**src/rtl/iob_pcie_chnl_host_pkg.sv**
```systemverilog
// rtl/iob_pcie_chnl_host_pkg.sv - shared state encodings and beat-count helper for the PCIe channel host
package iob_pcie_chnl_host_pkg;

    typedef enum logic [1:0] {R_IDLE, R_REQ, R_DATA} rx_state_t;
    typedef enum logic [1:0] {T_IDLE, T_ACK, T_DATA, T_WAIT} tx_state_t;

    localparam int MAX_LEN_W = 64;

    // Two 32-bit words per 64-bit beat; the extra result bit keeps all-ones lengths from wrapping.
    function automatic logic [MAX_LEN_W:0] beat_count(input logic [MAX_LEN_W-1:0] len);
        return ({1'b0, len} + (MAX_LEN_W+1)'(1)) >> 1;
    endfunction

endpackage

```
**src/rtl/iob_pcie_beat_cnt.sv**
```systemverilog
// rtl/iob_pcie_beat_cnt.sv - loadable down-counter with terminal and zero flags
module iob_pcie_beat_cnt #(
    parameter int W = 33
) (
    input  logic         clk,
    input  logic         rst,
    input  logic         load,
    input  logic [W-1:0] load_val,
    input  logic         dec,
    output logic [W-1:0] cnt,
    output logic         last,
    output logic         zero
);

    always_ff @(posedge clk) begin
        if (!rst) begin
            cnt <= '0;
        end else if (load) begin
            cnt <= load_val;
        end else if (dec && (cnt != '0)) begin
            cnt <= cnt - W'(1);
        end
    end

    assign last = (cnt == W'(1));
    assign zero = (cnt == '0);

endmodule

```
**src/rtl/iob_pcie_chnl_host.sv**
```systemverilog
// rtl/iob_pcie_chnl_host.sv - host-side RX/TX channel engine bridging payload streams to a PCIe channel
module iob_pcie_chnl_host
    import iob_pcie_chnl_host_pkg::*;
#(
    parameter int C_PCI_DATA_WIDTH = 64,
    parameter int LEN_W            = 32,
    parameter int ACK_TO           = 1024
) (
    input  logic                        clk,
    input  logic                        rst,
    input  logic                        cmd_valid,
    output logic                        cmd_ready,
    input  logic [LEN_W-1:0]            cmd_len,
    input  logic [LEN_W-2:0]            cmd_off,
    input  logic                        cmd_last,
    input  logic [C_PCI_DATA_WIDTH-1:0] src_data,
    input  logic                        src_valid,
    output logic                        src_ready,
    output logic                        PCIE_CHNL_RX_o,
    output logic                        PCIE_CHNL_RX_LAST_o,
    output logic [LEN_W-1:0]            PCIE_CHNL_RX_LEN_o,
    output logic [LEN_W-2:0]            PCIE_CHNL_RX_OFF_o,
    output logic [C_PCI_DATA_WIDTH-1:0] PCIE_CHNL_RX_DATA_o,
    output logic                        PCIE_CHNL_RX_DATA_VALID_o,
    input  logic                        PCIE_CHNL_RX_DATA_REN_i,
    input  logic                        PCIE_CHNL_RX_ACK_i,
    input  logic                        PCIE_CHNL_TX_i,
    input  logic [LEN_W-1:0]            PCIE_CHNL_TX_LEN_i,
    input  logic [C_PCI_DATA_WIDTH-1:0] PCIE_CHNL_TX_DATA_i,
    input  logic                        PCIE_CHNL_TX_DATA_VALID_i,
    output logic                        PCIE_CHNL_TX_DATA_REN_o,
    output logic                        PCIE_CHNL_TX_ACK_o,
    output logic [C_PCI_DATA_WIDTH-1:0] snk_data,
    output logic                        snk_valid,
    input  logic                        snk_ready,
    output logic                        snk_last,
    output logic                        err_o
);

    localparam int TO_W = $clog2(ACK_TO + 1);

    rx_state_t          rx_state, rx_next;
    tx_state_t          tx_state, tx_next;
    logic [LEN_W-1:0]   rx_len;
    logic [LEN_W-2:0]   rx_off;
    logic               rx_last;
    logic [TO_W-1:0]    to_cnt;
    logic               to_hit;
    logic               rx_load, rx_xfer, rx_active;
    logic               tx_load, tx_xfer;
    logic [LEN_W:0]     rx_beats, tx_beats;
    logic [LEN_W:0]     rx_cnt, tx_cnt;
    logic               rx_cnt_last, rx_cnt_zero, tx_cnt_last, tx_cnt_zero;

    assign rx_beats = (LEN_W+1)'(beat_count(MAX_LEN_W'(cmd_len)));
    assign tx_beats = (LEN_W+1)'(beat_count(MAX_LEN_W'(PCIE_CHNL_TX_LEN_i)));

    assign rx_load   = (rx_state == R_IDLE) && cmd_valid;
    assign rx_active = (rx_state != R_IDLE);
    assign rx_xfer   = (rx_state == R_DATA) && src_valid && PCIE_CHNL_RX_DATA_REN_i;
    assign to_hit    = (to_cnt == TO_W'(ACK_TO - 1));
    assign tx_load   = (tx_state == T_IDLE) && PCIE_CHNL_TX_i;
    assign tx_xfer   = (tx_state == T_DATA) && PCIE_CHNL_TX_DATA_VALID_i && snk_ready;

    iob_pcie_beat_cnt #(.W(LEN_W + 1)) u_rx_cnt (
        .clk      (clk),
        .rst      (rst),
        .load     (rx_load),
        .load_val (rx_beats),
        .dec      (rx_xfer),
        .cnt      (rx_cnt),
        .last     (rx_cnt_last),
        .zero     (rx_cnt_zero)
    );

    iob_pcie_beat_cnt #(.W(LEN_W + 1)) u_tx_cnt (
        .clk      (clk),
        .rst      (rst),
        .load     (tx_load),
        .load_val (tx_beats),
        .dec      (tx_xfer),
        .cnt      (tx_cnt),
        .last     (tx_cnt_last),
        .zero     (tx_cnt_zero)
    );

    always_ff @(posedge clk) begin
        if (!rst) begin
            rx_state <= R_IDLE;
            rx_len   <= '0;
            rx_off   <= '0;
            rx_last  <= 1'b0;
            err_o    <= 1'b0;
            to_cnt   <= '0;
        end else begin
            rx_state <= rx_next;
            if (rx_load) begin
                rx_len  <= cmd_len;
                rx_off  <= cmd_off;
                rx_last <= cmd_last;
                err_o   <= 1'b0;
            end
            // The wait counter only runs while a request is outstanding.
            if (rx_state == R_REQ) begin
                to_cnt <= to_cnt + TO_W'(1);
                if (!PCIE_CHNL_RX_ACK_i && to_hit) begin
                    err_o <= 1'b1;
                end
            end else begin
                to_cnt <= '0;
            end
        end
    end

    always_comb begin
        rx_next = rx_state;
        case (rx_state)
            R_IDLE: if (cmd_valid) rx_next = R_REQ;
            R_REQ: begin
                if (PCIE_CHNL_RX_ACK_i) rx_next = rx_cnt_zero ? R_IDLE : R_DATA;
                else if (to_hit)        rx_next = R_IDLE;
            end
            R_DATA: if (rx_xfer && rx_cnt_last) rx_next = R_IDLE;
            default: rx_next = R_IDLE;
        endcase
    end

    assign cmd_ready                 = (rx_state == R_IDLE);
    assign PCIE_CHNL_RX_o            = rx_active;
    assign PCIE_CHNL_RX_LEN_o        = rx_active ? rx_len : '0;
    assign PCIE_CHNL_RX_OFF_o        = rx_active ? rx_off : '0;
    assign PCIE_CHNL_RX_LAST_o       = rx_active && rx_last;
    assign PCIE_CHNL_RX_DATA_VALID_o = (rx_state == R_DATA) && src_valid;
    assign PCIE_CHNL_RX_DATA_o       = (rx_state == R_DATA) ? src_data : '0;
    assign src_ready                 = (rx_state == R_DATA) && PCIE_CHNL_RX_DATA_REN_i;

    always_ff @(posedge clk) begin
        if (!rst) begin
            tx_state <= T_IDLE;
        end else begin
            tx_state <= tx_next;
        end
    end

    // T_WAIT absorbs a TX request held high past completion so it never restarts.
    always_comb begin
        tx_next = tx_state;
        case (tx_state)
            T_IDLE: if (PCIE_CHNL_TX_i) tx_next = T_ACK;
            T_ACK:  tx_next = tx_cnt_zero ? T_WAIT : T_DATA;
            T_DATA: if (tx_xfer && tx_cnt_last) tx_next = T_WAIT;
            T_WAIT: if (!PCIE_CHNL_TX_i) tx_next = T_IDLE;
            default: tx_next = T_IDLE;
        endcase
    end

    assign PCIE_CHNL_TX_ACK_o      = (tx_state == T_ACK);
    assign PCIE_CHNL_TX_DATA_REN_o = (tx_state == T_DATA) && snk_ready;
    assign snk_valid               = (tx_state == T_DATA) && PCIE_CHNL_TX_DATA_VALID_i;
    assign snk_data                = (tx_state == T_DATA) ? PCIE_CHNL_TX_DATA_i : '0;
    assign snk_last                = (tx_state == T_DATA) && tx_cnt_last;

endmodule

```
**config.mk**
```make
export PLATFORM = sky130hd
export DESIGN_NAME = iob_pcie_chnl_host
export DESIGN_NICKNAME = d
export VERILOG_FILES = /design/src/rtl/iob_pcie_chnl_host_pkg.sv /design/src/rtl/iob_pcie_beat_cnt.sv /design/src/rtl/iob_pcie_chnl_host.sv
export SDC_FILE = /design/constraint.sdc
export NUM_CORES = 1
export LEC_CHECK = 0
export ABC_AREA = 1
export BUFFER_PORTS_ARGS = -buffer_cell sky130_fd_sc_hd__buf_2
export CORE_MARGIN = 8
export CORE_UTILIZATION = 33
export CTS_CLUSTER_SIZE = 24
export DETAILED_ROUTE_END_ITERATION = 8
export MAX_ROUTING_LAYER = met4
export RECOVER_POWER = 25
export SKIP_LAST_GASP = 1
export SLEW_MARGIN = 20
export SYNTH_ARGS = -nofsm -noshare
export SYNTH_HDL_FRONTEND = slang
export SYNTH_SLANG_ARGS = --single-unit
```
**constraint.sdc**
```tcl
create_clock -name clk -period 2.81 [get_ports clk]
set_input_delay 0.1405 -clock clk [delete_from_list [all_inputs] [get_ports clk]]
set_output_delay 0.1405 -clock clk [all_outputs]
set_load 0.005 [all_outputs]
```
Yosys cells after proc, flatten, opt, wreduce, memory -nomap -nowiden
Index checks and enable logic that the tools add are counted.
{ "totals": {"regBits": 146, "input_bits": 233, "output_inout_bits": 201, "elab_cells": 78} }
{ "op_classes": {"n_addsub": 5, "n_eq_ne": 14, "mux": 22, "reduce_logical": 28} }
{ "op_table": {"columns": ["cell", "count"], "rows": [
  ["$mux 33", 4],
  ["$mux 64", 2],
  ["$add 32x1->33 const B", 2],
  ["$eq 33x1->1 const B", 2],
  ["$logic_not 33->1", 2],
  ["$reduce_bool 33->1", 2],
  ["$sub 33x1->33 const B", 2],
  ["$mux 32", 1],
  ["$mux 31", 1],
  ["$mux 2", 8],
  ["$logic_and 1x1->1", 15],
  ["$add 11x1->11 const B", 1],
  ["$eq 11x10->1 const B", 1],
  ["$ne 2x2->1 const B", 4],
  ["$pmux 2 s4", 1],
  ["$eq 2x2->1 const B", 3],
  ["$pmux 2 s3", 1],
  ["$reduce_and 3->1", 2],
  ["$reduce_bool 2->1", 3],
  ["$eq 2x1->1 const B", 2],
  ["$logic_not 2->1", 2],
  ["$mux 1", 4],
  ["$ne 3x3->1 const B", 1],
  ["$ne 2x1->1 const B", 1],
  ["2 further kinds", 2]
]} }

Longest topological paths before layout
Gate-level depths: netlist of the first run.
{ "depth": {"depth_word": 6, "depth_mapped": 13} }

By module
A second synthesis of the first run with hierarchy kept.
{ "unflattened": {"cells_unflattened": 2076, "hier_area_um2": 11696.2} }
{ "by_module_without_submodules": {"columns": ["module", "n_inst", "cells_per_inst", "area_per_inst_um2", "seq_area_each_um2"], "rows": [
  ["iob_pcie_chnl_host", 1, 1092, 6185.9, 1601.5],
  ["iob_pcie_beat_cnt", 2, 492, 2755.1, 660.6]
]} }

Least setup slack after synthesis of the first run
Ideal clock, no wire load.
{ "synth_timing": {"path_kind": "reg2reg", "start": "register u_rx_cnt.cnt[0]", "end": "register u_rx_cnt.cnt[9]", "setup_ns": 0.117, "arrival_time_ns": 1.582, "path_slack_ns": 1.111, "path_stages_with_launch": 14, "synth_period_minus_slack_ns": 1.699, "cell_sequence": "dfxtp_1 inv_1 ha_1 nand2_4 nor2_8 nand2_4 clkinv_2 nand3_4 nand2_4 nand2_4 clkinv_2 buf_6 a21oi_1 nor2_1"} }
{ "synth_via": {"elab_chain_cells": 3, "elab_cells_between_ends": 6} }
{ "synth_rtl": {"columns": ["item", "line_no", "text"], "rows": [
  ["start: declaration", "iob_pcie_beat_cnt.sv:10", "output logic [W-1:0] cnt,"],
  ["start signal: assignment", "iob_pcie_beat_cnt.sv:19", "cnt <= load_val;"],
  ["start signal: assignment", "iob_pcie_beat_cnt.sv:21", "cnt <= cnt - W'(1);"],
  ["$sub 33x1->33 or $reduce_bool 33->1 (tied branches)", "iob_pcie_beat_cnt.sv:21, iob_pcie_beat_cnt.sv:20", null],
  ["$mux 33 or $logic_and 1x1->1 (tied branches)", "iob_pcie_beat_cnt.sv:20", "end else if (dec && (cnt != '0)) begin"],
  ["$mux 33 or $reduce_bool 2->1 (tied branches)", null, null]
]} }
Parallel ways exist; a longest one is shown, timed or not. The select of a mux whose other input is x is not followed.
A chain may end at the register's enable or synchronous reset.

Worst setup path after layout of the first run
{ "layout_timing": {"start": "register tx_state[0]", "end": "output port snk_last"} }
{ "layout_via": {"elab_chain_cells": 2} }
{ "layout_rtl": {"columns": ["item", "line_no", "text"], "rows": [
  ["start: declaration", "iob_pcie_chnl_host.sv:43", "tx_state_t tx_state, tx_next;"],
  ["start signal: assignment", "iob_pcie_chnl_host.sv:141", "tx_state <= tx_next;"],
  ["$eq 2x2->1", "iob_pcie_chnl_host.sv:161", "assign snk_last = (tx_state == T_DATA) && tx_cnt_last;"],
  ["$logic_and 1x1->1", "iob_pcie_chnl_host.sv:161", null],
  ["end: declaration", "iob_pcie_chnl_host.sv:36", "output logic snk_last,"]
]} }
Every way passes these cells.

==> results list, run 1 <==
- Status: finished clean
- Routed wire per std cell: 16.49 um
- Transition time at the pin with the least slew margin: about 0.95 ns
* Setup repair after global routing missed its margin: no
* Worst path max stage delay: roughly 0.5 ns
- Worst Hold Depth: 3
* Clock latency on the worst-skew pair: 0.44 ns
- CTS saw 146 sinks.
- CP endpoint kind: output pin
- Slowest cell on the critical path: sky130_fd_sc_hd__buf_4
* Share of final-layout standard cells stronger than drive strength 1: 0.2150
* Number of cells produced by synthesis: a little under 2,000
* Hold Crit Endpoint: rx_off[24]
* Post-Route WL: 47.22 mm
* Width of the die: 198.9 um
* Maximum fanout encountered on the critical timing path: 67
- Port Buffer Count: about 430
- The max-slew violation count came to 0.
- Die area: 39,550 sq um
- Worst Path Class, Setup: register to output pin
- Post-detail-place hpwl: 37.60 mm
- I/O pin count: about 430
* Number of failing setup endpoints in the final timing report: 0
- Internal power: 5124 uW
- The routed layout has 13,720 vias.
- Measured against its own limit, the worst slew margin works out to 0.3674.
* Yosys warning total: 0
- Mean cell area of the mapped netlist: 5.571 sq um
- Number of global-route vias before repair: 13,140
* Class of the tightest hold or removal check: input port to register
- CP Buf/Inv Count: 3
- At the end of routability-driven placement, the weighted congestion stood at roughly 0.94.
- After synthesis, the cell types taking the most area are sky130_fd_sc_hd__dfxtp_1 (26%), sky130_fd_sc_hd__nand2_1 (16%), sky130_fd_sc_hd__nor2_1 (14%).
- Initial Utilization: 0.3325
* Final Total Pwr: ~9600 uW
- Net switching component of the power: 4483 uW
- Once detail routing completed, the nets flagged for antenna violations numbered 0.
* Worst supply voltage drop on vdd: around 0.57 mV
- After synthesis the netlist holds a flip-flop and latch count of 146.
- TritonCTS built the clock tree.
- Area growth from synthesis to layout: 30.29%
- Floorplan core area: 33,200 sq um
* Sequential fraction of design power: 0.279
- Max H-tree Level: 4
- Entering global routing, the biggest net connects 158 pins.
- Proportion of total power due to net switching: 0.4667
- Number of antenna violations at the first check in global routing: 5
- After the last flow step, the layout net total stands at 2,641.
- Total clock buffers created by CTS: 17
- Global-route wire length before repair: 71.39 mm
- Of all cell types, the one taking the most synthesized area is sky130_fd_sc_hd__dfxtp_1.
- The worst hold path begins at cmd_off[24].
- Synthesis produced a netlist with a net count of between 2,000 and 2,500.
- The mapped netlist covers 11,040 sq um.
- Data required time at the worst endpoint: 2.67 ns
- Static Leak: roughly 0.008 uW
- Residual overflow from global routing: 0
- Proportion of netlist area held by the largest area contributor: 0.2648
- Num rows: 67
* Routed via count divided by cell count: 4.793
- Clock-pin slew was measured on the worst setup and hold paths at 0.08 ns.
- The first TritonRoute pass finished after 5 iterations.
- Sequential cell area fraction in the yosys report: 0.2648
- FMAX: 0.4283 GHz
- Clock buffer depth: 2
* Endpoint of the most critical register-to-register path: u_rx_cnt.cnt[9]
- The number of hold violations in the final report is 0.
* DR DRC count: 0
* Max Cap Viol: 0
- Counting I/O delays and the setup requirement, the final critical path takes 2.335 ns.
* Root Buffer Master: sky130_fd_sc_hd__clkbuf_16
* Minimum setup slack among reg-to-reg paths: 0.51 ns
* Kind of cell adding the most delay to the critical path: buffers and inverters
* Power density of the placed cells: around 670 nW/um^2
- Of the total power, the clock network draws 0.245.
- Number of library cell types mapped by synthesis: 44
- Critical path cell sequence: inv_1, ha_1, buf_4, nor3b_1, buf_2
- Counting the fill cells in the layout gives 3,663.
- The startpoint identified for the worst register-to-register timing path is u_rx_cnt.cnt[0].
- From bottom edge to top edge, the die measures 198.9 um.
- Of the available clock period, the critical path in the final layout requires 0.8310.
- Layout Skew: 0.02170 ns
* Worst Setup Start Kind: register
- Iter 0 DRT Violations: 1,026
- The worst register-to-register path has a depth of 12.
* CP Data Arrival Time: 2.19 ns
* Gr usage total: 0.2317
- Of the total power, combinational logic draws 0.476.
- Setup Total Neg Slack: 0 ns
[worst max path at each step]
stage          cells past startpoint       startpoint               to
5_1_grt                           12  u_rx_cnt.cnt[0]  u_rx_cnt.cnt[9]
6_report                           5      tx_state[0]         snk_last
3_3_place_gp                      12  u_rx_cnt.cnt[0]  u_rx_cnt.cnt[9]
2_1_floorplan                     13  u_rx_cnt.cnt[0]  u_rx_cnt.cnt[9]
3_5_place_dp                      12  u_rx_cnt.cnt[0]  u_rx_cnt.cnt[9]
4_1_cts                            5      tx_state[0]         snk_last
[power groups by stage]
| stage | logic [uW] | registers (uW) | clock network [uW] |
|---|---|---|---|
| 3_3_place_gp | 4470 | 2710 | 0 |
| 5_1_grt | 5190 | 2720 | 2490 |
| 4_1_cts | 4570 | 2670 | 2410 |
| 6_report | 4580 | 2680 | 2350 |
| 2_1_floorplan | 3180 | 2630 | 0 |
| 3_5_place_dp | 4500 | 2720 | 0 |
[cells by family (layout without fill, tap and decap cells)]
family / Yosys count / in the layout / share of synthesized area
AOI/OAI and AO/OA: 261 / 261 / 0.1242
other: 0 / 6 / 0
muxes: 1 / 1 / 0.0009070
and+or+nand+nor: 1119 / 1119 / 0.4240
xor gates and xnor gates: 33 / 33 / 0.02619
adders and majority gates: 12 / 12 / 0.01360
DFF: 146 / 146 / 0.2648
buffers and inverters: 409 / 837 / 0.1462
[state kept, by name, summed over array words and instances, names as in the netlist]
signal        cells
rx_state          2
rx_len           32
u_tx_cnt.cnt     33
err_o             1
rx_off           31
u_rx_cnt.cnt     33
rx_last           1
tx_state          2
to_cnt           11
[per-layer routing]
| layer | global-route usage | part of all wire |
|---|---|---|
| met1 | 0.3008 | 0.45 |
| met2 | 0.3658 | 0.46 |
| met3 | 0.04466 | 0.072 |
| met4 | 0.05929 | 0.022 |
| met5 | - | 0 |
[cells in the final DEF (no fill, tap or decap), types with 5 or more instances in the layout]
master	Yosys	layout
sky130_fd_sc_hd__inv_1	327	327
sky130_fd_sc_hd__buf_2	16	430
sky130_fd_sc_hd__ha_1	12	12
sky130_fd_sc_hd__xnor2_1	17	17
sky130_fd_sc_hd__nor2_2	11	10
sky130_fd_sc_hd__o21ai_1	17	17
sky130_fd_sc_hd__inv_8	0	6
sky130_fd_sc_hd__dlygate4sd3_1	0	23
sky130_fd_sc_hd__nand2_1	468	468
sky130_fd_sc_hd__nand2_2	9	9
sky130_fd_sc_hd__nand4_1	16	16
sky130_fd_sc_hd__diode_2	0	6
sky130_fd_sc_hd__o21bai_1	7	7
sky130_fd_sc_hd__nand3_1	148	148
sky130_fd_sc_hd__nor3_1	20	21
sky130_fd_sc_hd__dfxtp_1	146	146
sky130_fd_sc_hd__clkinv_8	0	5
sky130_fd_sc_hd__xor2_1	16	16
sky130_fd_sc_hd__nor2_1	413	413
sky130_fd_sc_hd__a21oi_1	105	105
sky130_fd_sc_hd__inv_2	5	5
sky130_fd_sc_hd__clkbuf_16	0	17
sky130_fd_sc_hd__o211ai_1	7	7
sky130_fd_sc_hd__buf_4	3	14
sky130_fd_sc_hd__o21ai_0	116	116
sky130_fd_sc_hd__nand3b_1	11	11
[final cells by class]
cell class	instances	area [sq um]	area share
timing repair buffer	471	2519	0.1752
sequential	146	2923	0.2033
clock buffer	17	425.4	0.02958
multi-input combinational	1426	6500	0.4520
antenna	6	15.01	0.001044
clock inverter	15	181.4	0.01262
inverter	334	1256	0.08736
tap	448	560.5	0.03898
[metrics by stage]
stage	instances	worst slack (ns)	hold slack, ns	cell area (sq um)	utilization
5_1_grt	2862	0.3191	0.01154	14380	0.4331
6_report	2863	0.4750	0.01453	14380	0.4332
3_5_place_dp	2802	0.5492	0.4257	13550	0.4081
2_1_floorplan	1981	1.111	0.2843	11040	-
4_1_cts	2857	0.4554	0.0003776	14390	0.4334
3_3_place_gp	2802	0.6178	0.4177	13550	0.4081
[tightest hold or removal path: stages]
cell	delay (ns)
sky130_fd_sc_hd__buf_2	0.07
sky130_fd_sc_hd__o21ai_0	0.08
sky130_fd_sc_hd__a21oi_1	0.12
[cells in the mapped netlist, drive strengths merged]
master,n
nand2,481
nor2,428
inv,332
nand3,150
dfxtp,146
o21ai,133
a21oi,106
clkbuf,41
buf,34
nor3,21
xnor2,17
nand4,16
xor2,16
ha,12
nand3b,11
o211ai,7
o21bai,7
nor3b,4
or2,4
a211oi,3
clkinv,2
o22ai,2
a21boi,1
a21o,1
and2,1
and3,1
mux2i,1
nand2b,1
nor4,1
o221ai,1
[timing repair]
item / 4_1_cts / 5_1_grt
hold buffers: 23 / 0
gates resized for setup: 0 / 0
buffers inserted: 0 / 0
hold endpoints to repair: 23 / 0
Note: power is estimated with default switching activity, not from simulation.
==> inputs of run 2 (changes only) <==
ABC_AREA = 0   (was 1)
clock period = 2 ns   (was 2.81 ns; I/O delays follow)
==> results list, run 2 <==
* HP Start: PCIE_CHNL_TX_LEN_i[22]
* Ys flop type: sky130_fd_sc_hd__dfxtp_1
* Layout Skew: 0.01579 ns (-0.005903 ns)
- Non-filler cells, final: 2,261 (-21%)
* Clock buffer depth: 2 (unchanged)
- The worst setup path is captured at a register.
- Most numerous cell in the Yosys netlist: sky130_fd_sc_hd__and2_1
* Multi-input logic area: 6422 sq um (-1.2%)
- The post-synthesis instance area is 9185 sq um (-17%).
- The initial antenna violation count came to 3 (-2).
- Setup repair after global routing could not meet its margin everywhere.
* Drt first pass iters: 5 (unchanged)
* Total count of max-transition violations in the final report: 0 (unchanged)
* Worst Path Class, Setup: register to register
* Iter 0 DRT Violations: 613 (-40%)
* Routed via count divided by cell count: 4.907 (+2.4%)
- Max Cap Viol: 0 (unchanged)
* Die area: 33,430 sq um (-15%)
* Gr usage total: 0.2172 (-0.01457)
- Power density of the placed cells: 762.7 nW/um^2 (+14%)
- Net count of the finished layout: 2,112 (-20%)
- Yosys warning total: 0 (unchanged)
- I/O pin count: 434 (unchanged)
* Overall via count from detail_route: 11,090 (-19%)
- The CTS buffer count was 17 (unchanged).
- The height of the chip is 182.8 um (-8.1%).
- The maximum number of pins on one net before global-route repair came to 68 (-57%).
- Root Buffer Master: sky130_fd_sc_hd__clkbuf_16
- Clock latency on the worst-skew pair: 0.43 ns (about the same)
- Number of failing setup endpoints in the final timing report: 76 (+76)
- The flow ran to the end, but the final reports show violations.
- Top area cells in the synthesized netlist: sky130_fd_sc_hd__dfxtp_1 (32%), sky130_fd_sc_hd__and2_1 (14%), sky130_fd_sc_hd__nand2_1 (7.4%)
* Worst supply voltage drop on vdd: 0.5224 mV (-8.1%)
- Number of library cell types mapped by synthesis: 58 (+32%)
- Area growth from synthesis to layout: 61.42%
- Ys async rst share: 0 (unchanged)
- The number of hold violations in the final report came to 0 (unchanged).
- Port Buffer Count: 433 (unchanged)
- The half-perimeter wire length after detailed placement is 28.55 mm (-24%).
- In the finished design, the share of the clock period the worst path needs comes to 1.248.
- Path depth of the worst reg2reg path: 6 (-6)
* Share of final-layout standard cells stronger than drive strength 1: 0.3920 (+0.1770)
* CP Data Arrival Time: 2.81 ns (+0.62 ns)
- The global-route wire length before repair was 57.86 mm (-19%).
- The total global routing overflow was 0 (unchanged).
- Commonest cells after routing, fill and taps aside: sky130_fd_sc_hd__buf_2 (426), sky130_fd_sc_hd__and2_1 (206), sky130_fd_sc_hd__nand2_1 (178), sky130_fd_sc_hd__buf_4 (154), sky130_fd_sc_hd__dfxtp_1 (138)
- Clock tree sinks: 146 (unchanged)
- The post-route antenna net violation count is 0 (unchanged).
- Relative slew slack: 0.6259 (+0.2585)
* Clock-pin transition on the worst setup and hold timing paths: 0.07 ns (about the same)
* Setup crit start: u_tx_cnt.cnt[21]
* FMAX: 0.4005 GHz
- Post-Syn Nets: 1,487 (-33%)
- Yosys reg bits: 146 (unchanged)
- TritonCTS clock tree: done
- Routed wire per std cell: 16.77 um (+1.7%)
- Final critical-path setup slack: -0.4967 ns (-0.9717 ns)
- The static leakage power was 0.006765 uW (-16%).
* Number of cells produced by synthesis: 1,242 (-37%)
- Width of the die: 182.8 um (-8.1%)
- The cell count after placement was 2,136 (-24%).
- The number of placement rows was 61 (-9.0%).
- The final estimated routing congestion in global placement came to 0.9452 (+0.21%).
- The mean post-synth cell area is 7.395 sq um (+33%).
* Initial Utilization: 0.3324 (about the same)
- The sequential cell area in the final layout is 2933 sq um (+0.34%).
- The library cell used most frequently in the layout, excluding fill and tap cells, is sky130_fd_sc_hd__buf_2.
* Worst Setup Start Kind: register
- The largest registers in the layout are u_rx_cnt.cnt: 33 flops, u_tx_cnt.cnt: 33 flops, rx_len: 32 flops.
- Worst Hold Depth: 4 (+1)
- The post-detailed-route DRC marker count was 0 (unchanged).
* Transition time at the pin with the least slew margin: 0.5612 ns (-0.3842 ns)
- Proportion of netlist area held by the largest area contributor: 0.3182 (+0.05339)
* Setup Total Neg Slack: -17.99 ns (-17.99 ns)
- Max H-tree Level: 4 (unchanged)
- Number of global-route vias before repair: 10,800 (-18%)
- The number of enable flip-flop cells after synthesis was 0 (unchanged).
- Min cycle time layout: 2.497 ns
- Maximum fanout encountered on the critical timing path: 4 (-94%)
* Worst reg2reg path startpoint: u_tx_cnt.cnt[21]
- The synthesized design spends more area on one cell type than any other, namely sky130_fd_sc_hd__dfxtp_1.
* Post-Route WL: 37.91 mm (-20%)
- Violations in the final reports: negative setup slack
- Floorplan core area: 27,630 sq um (-17%)
- Sequential cell area fraction in the yosys report: 0.3182 (+0.05339)
- Data required time at the worst endpoint: 2.32 ns (-0.35 ns)
- Class of the tightest hold or removal check: input port to register
- The layout filler cell count came to 2,625 (-28%).
- Sorting the synthesized cells by how often they occur yields sky130_fd_sc_hd__and2_1 (207), sky130_fd_sc_hd__nand2_1 (180), sky130_fd_sc_hd__dfxtp_1 (146).
[run 2: cell types whose count changed after synthesis, moves of 17 or more]
cell / change
sky130_fd_sc_hd__o21ai_0: -76
sky130_fd_sc_hd__o21ai_1: -17
sky130_fd_sc_hd__inv_1: -310
sky130_fd_sc_hd__nand3_1: -109
sky130_fd_sc_hd__xnor2_1: +54
sky130_fd_sc_hd__nor4_1: +29
sky130_fd_sc_hd__nor3_1: +23
sky130_fd_sc_hd__and2_1: +206
sky130_fd_sc_hd__clkbuf_1: +33
sky130_fd_sc_hd__nand2_1: -288
sky130_fd_sc_hd__nor2_1: -359
[run 2: metrics by stage]
stage	power (uW)	hold slack [ns]	instance area [sq um]	worst slack [ns]	util
after floorplan	5639	0.2360	9425	-0.5200	-
after global placement	7694	0.3410	13010	-0.4802	0.4709
after detailed placement	7731	0.3464	13010	-0.4845	0.4709
after CTS	11200	0.03531	14570	-0.5102	0.5272
after global routing	11980	0.05933	14820	-0.5717	0.5365
final	11310	0.05227	14830	-0.4967	0.5366
[run 2: routing by layer]
| metal | up-vias | GRT usage | routed length (um) |
|---|---|---|---|
| met2 | 344 | 0.3704 | 18650 |
| met1 | 5159 | 0.2566 | 16280 |
| li1 | 5532 | - | - |
| met5 | - | - | 0 |
| met3 | 59 | 0.03423 | 1921 |
| met4 | 0 | 0.07742 | 1064 |
[run 2: kinds of logic after synthesis]
kind of cell,share of synthesized area
simple gates,0.3901
compound gates,0.1336
mux,0.005585
xor+xnor,0.09631
fa+ha+maj,0.01635
flops,0.3182
buf+inv,0.03978
[run 2: final timing paths]
kind | end | slack (ns)
worst max register to register | u_tx_cnt.cnt[31] | -0.50
worst max-delay path | u_tx_cnt.cnt[31] | -0.50
worst min-delay path | u_tx_cnt.cnt[21] | 0.05
worst min register to register | u_tx_cnt.cnt[32] | 0.45
[run 2: power breakdown]
part	switching [uW]	internal, uW
clock network	1470	1680
registers	217	3260
logic	2360	2320
total	4040	7270
[run 2: final cells by class]
cell class | count | share of cell area
multi-input cells | 1001 | 0.4332
diodes | 3 | 0.0005063
clock buffers | 18 | 0.02962
inverters | 18 | 0.004557
flip-flops and latches | 146 | 0.1978
well taps | 378 | 0.03190
clock inverters | 14 | 0.009451
repair buffers | 683 | 0.2930
[run 2: repair_timing]
| action | in CTS | in global routing |
|---|---|---|
| gates cloned | 1 | 1 |
| hold buffers | 66 | 0 |
| resized for setup | 48 | 47 |
| hold endpoints to repair | 66 | 0 |
| pin swaps | 37 | 40 |
| endpoints found under the setup margin | 62 | 197 |
| setup buffers | 12 | 14 |
[run 2: worst max-delay path, stage by stage (launching register included)]
cell and delay (ns):
sky130_fd_sc_hd__dfxtp_2 0.32, sky130_fd_sc_hd__or4_4 0.53, sky130_fd_sc_hd__or4_4 0.48, sky130_fd_sc_hd__or3_4 0.35, sky130_fd_sc_hd__or4_1 0.38, sky130_fd_sc_hd__and3_1 0.15
sky130_fd_sc_hd__a31o_1 0.17
==> inputs of run 3 (changes only) <==
clock period = 2.5 ns   (was 2 ns; I/O delays follow)
==> results list, run 3 (synthesis gave the netlist of run 2 again) <==
- Status: complete, but fails checks
* Violations in the final reports: negative setup slack
- CP Data Arrival Time: 2.90 ns (+0.09 ns)
* Drt first pass iters: 6 (+1)
- Routed via count divided by cell count: 4.947 (+0.83%)
- Post-Place Setup Slack: -0.04032 ns (+0.4442 ns)
- The worst setup path is captured at a register.
* Floorplan core area: 27,630 sq um (unchanged)
- Leaving out fill and tap cells, the most frequent cell in the layout is sky130_fd_sc_hd__buf_2.
* Die area: 33,430 sq um (unchanged)
- Number of failing setup endpoints in the final timing report: 4 (-95%)
* Gr usage total: 0.2102 (-0.006974)
- The number of inserted diodes came to 0 (-3).
- The tree is rooted in a sky130_fd_sc_hd__clkbuf_16.
- The achievable clock frequency came to 0.3870 GHz (-3.4%).
* Placer Congestion: 1.016 (+7.5%)
- The share of the cycle needed by the critical path after routing was 1.034 (-0.2148).
- The half-perimeter wire length after detailed placement was 27.58 mm (-3.4%).
* Worst supply voltage drop on vdd: 0.4497 mV (-14%)
* Iter 0 DRT Violations: 789 (+29%)
- Clock buffer depth: 2 (unchanged)
* Critical path cell sequence: or4_4, or4_4, or3_4, or4_1, and3_1, a31o_1
* Global-route wire length before repair: 55.68 mm (-3.8%)
* Slowest cell on the critical path: sky130_fd_sc_hd__or4_4
- The maximum fanout along the worst path is 6 (+2).
* Area growth from synthesis to layout: 44.26%
* Net count of the finished layout: 1,981 (-6.2%)
* Registers with the most flip-flops: u_rx_cnt.cnt: 33 flops, u_tx_cnt.cnt: 33 flops, rx_len: 32 flops
* Total clock buffers created by CTS: 17 (unchanged)
- Share of final-layout standard cells stronger than drive strength 1: 0.3047 (-0.08728)
* Post-Route WL: 35.99 mm (-5.1%)
- The min-delay analysis places its worst path in the category input port to register.
- The number of sinks handled by clock tree synthesis is 146 (unchanged).
- The number of placement rows came to 61 (unchanged).
- Maximum number of pins on one net before global-route repair: 68 (unchanged)
- DR DRC count: 0 (unchanged)
* Clock-pin transition on the worst setup and hold timing paths: 0.07 ns (about the same)
* I/O pin count: 434 (unchanged)
- Most Frequent Cell on Critical Path: sky130_fd_sc_hd__or4_4
* Layout Skew: 0.01326 ns (-0.002534 ns)
- Max Cap Viol: 0 (unchanged)
- Setup repair after global routing could not meet its margin everywhere.
- The setup path with the least slack is of type register to register.
* Routed wire per std cell: 16.92 um (+0.90%)
- The buffering stage count on the worst path with inverters included was 0 (unchanged).
* Kind of cell adding the most delay to the critical path: simple AND/OR/NAND/NOR gates
- Commonest cells after routing, fill and taps aside: sky130_fd_sc_hd__buf_2 (421), sky130_fd_sc_hd__and2_1 (205), sky130_fd_sc_hd__nand2_1 (180), sky130_fd_sc_hd__dfxtp_1 (145), sky130_fd_sc_hd__a21oi_1 (113)
* Transition time at the pin with the least slew margin: 1.010 ns (+0.4488 ns)
- TritonCTS clock tree: done
* Multi-input logic area: 5954 sq um (-7.3%)
- Worst Setup Start Kind: register
* Static Leak: 0.006005 uW (-11%)
- Die Y: 182.8 um (unchanged)
* Clock latency on the worst-skew pair: 0.42 ns (about the same)
- The initial antenna violation count was 1 (-2).
- Final critical-path setup slack: -0.08404 ns (+0.4127 ns)
- Number of nets with antenna violations after detailed routing: 0 (unchanged)
- Initial Utilization: 0.3324 (unchanged)
- The max-slew violation count was 0 (unchanged).
- The biggest cell delay along the critical path was 0.53 ns (about the same).
- Width of the die: 182.8 um (unchanged)
* Data required time at the worst endpoint: 2.82 ns (+0.50 ns)
* Number of filler instances in the final layout: 2,734 (+4.2%)
- The worst hold-check slack came to 0.01353 ns (-0.03874 ns).
* Min cycle time layout: 2.584 ns (+0.08731 ns)
- The sequential cell area in the final layout came to 2924 sq um (-0.30%).
- Power density of the placed cells: 628.0 nW/um^2 (-18%)
- The via count of the first global-routing pass came to 10,140 (-6.1%).
* Overall via count from detail_route: 10,520 (-5.1%)
- Relative slew slack: 0.3267 (-0.2992)
* Hold violation total from the final report: 0 (unchanged)
- The number of I/O port buffers is 433 (unchanged).
* Residual overflow from global routing: 0 (unchanged)
- Max H-tree Level: 4 (unchanged)
==> run 3: cell count changes in the layout (fill, tap and decap cells not counted), sizes merged <==
cell and delta:
buf -134, clkbuf +6, dlygate4sd3 -4, clkinv +3, clkinvlp -3, diode -3, bufinv +1
==> run 3: metal layers <==
layer / track usage / vias to the layer above / wire, um
met4: 0.05921 / 0 / 791
li1: - / 5279 / -
met5: - / - / 0
met2: 0.3593 / 306 / 17800
met3: 0.03423 / 43 / 1785
met1: 0.2529 / 4895 / 15600
==> run 3: final timing paths <==
path	from	end	slack, ns	cells after the start
max	u_tx_cnt.cnt[18]	u_tx_cnt.cnt[31]	-0.08	6
min reg2reg	rx_len[16]	rx_len[16]	0.45	2
min	cmd_len[31]	rx_len[31]	0.01	3
max reg2reg	u_tx_cnt.cnt[18]	u_tx_cnt.cnt[31]	-0.08	6
==> run 3: per-stage QoR <==
| step | area (sq um) | std cells | power (uW) | utilization | setup TNS (ns) |
|---|---|---|---|---|---|
| global route | 13250 | 2127 | 8795 | 0.4796 | -0.9087 |
| CTS | 13230 | 2126 | 8338 | 0.4789 | -0.2580 |
| global placement | 11990 | 2030 | 5604 | 0.4341 | -0.04769 |
| detailed placement | 11990 | 2030 | 5633 | 0.4341 | -0.1717 |
| finish | 13250 | 2127 | 8321 | 0.4796 | -0.1462 |
| floorplan | 9199 | 1242 | 4409 | - | -0.7910 |
==> run 3: cell type report <==
cell class	count	share of cell area
repair buffers	552	0.2440
multi-input cells	1001	0.4494
flip-flops and latches	146	0.2207
well taps	378	0.03569
clock buffers	17	0.03211
clock inverters	15	0.01303
inverters	18	0.005099
==> run 3: timing repair <==
action / 4_1_cts / 5_1_grt
hold buffers: 62 / 0
pin swaps: 1 / 4
resized for setup: 2 / 12
cloned: 0 / 1
setup buffers: 2 / 1
hold endpoints to repair: 62 / 0
setup endpoints to repair: 10 / 33
==> run 3: worst register-to-register path, stage by stage (launching register included) <==
cell and delay, ns:
sky130_fd_sc_hd__dfxtp_2 0.32, sky130_fd_sc_hd__or4_4 0.53, sky130_fd_sc_hd__or4_4 0.49, sky130_fd_sc_hd__or3_4 0.41
sky130_fd_sc_hd__or4_1 0.39, sky130_fd_sc_hd__and3_1 0.17, sky130_fd_sc_hd__a31o_1 0.18
==> run 3: power by group <==
part | internal, uW | total [uW] | leakage (uW) | switching [uW]
Sequential | 2600 | 2820 | 0.00120 | 213
Combinational | 1340 | 2940 | 0.00451 | 1600
Clock | 1420 | 2570 | 0.000295 | 1150
Total | 5360 | 8320 | 0.00600 | 2960
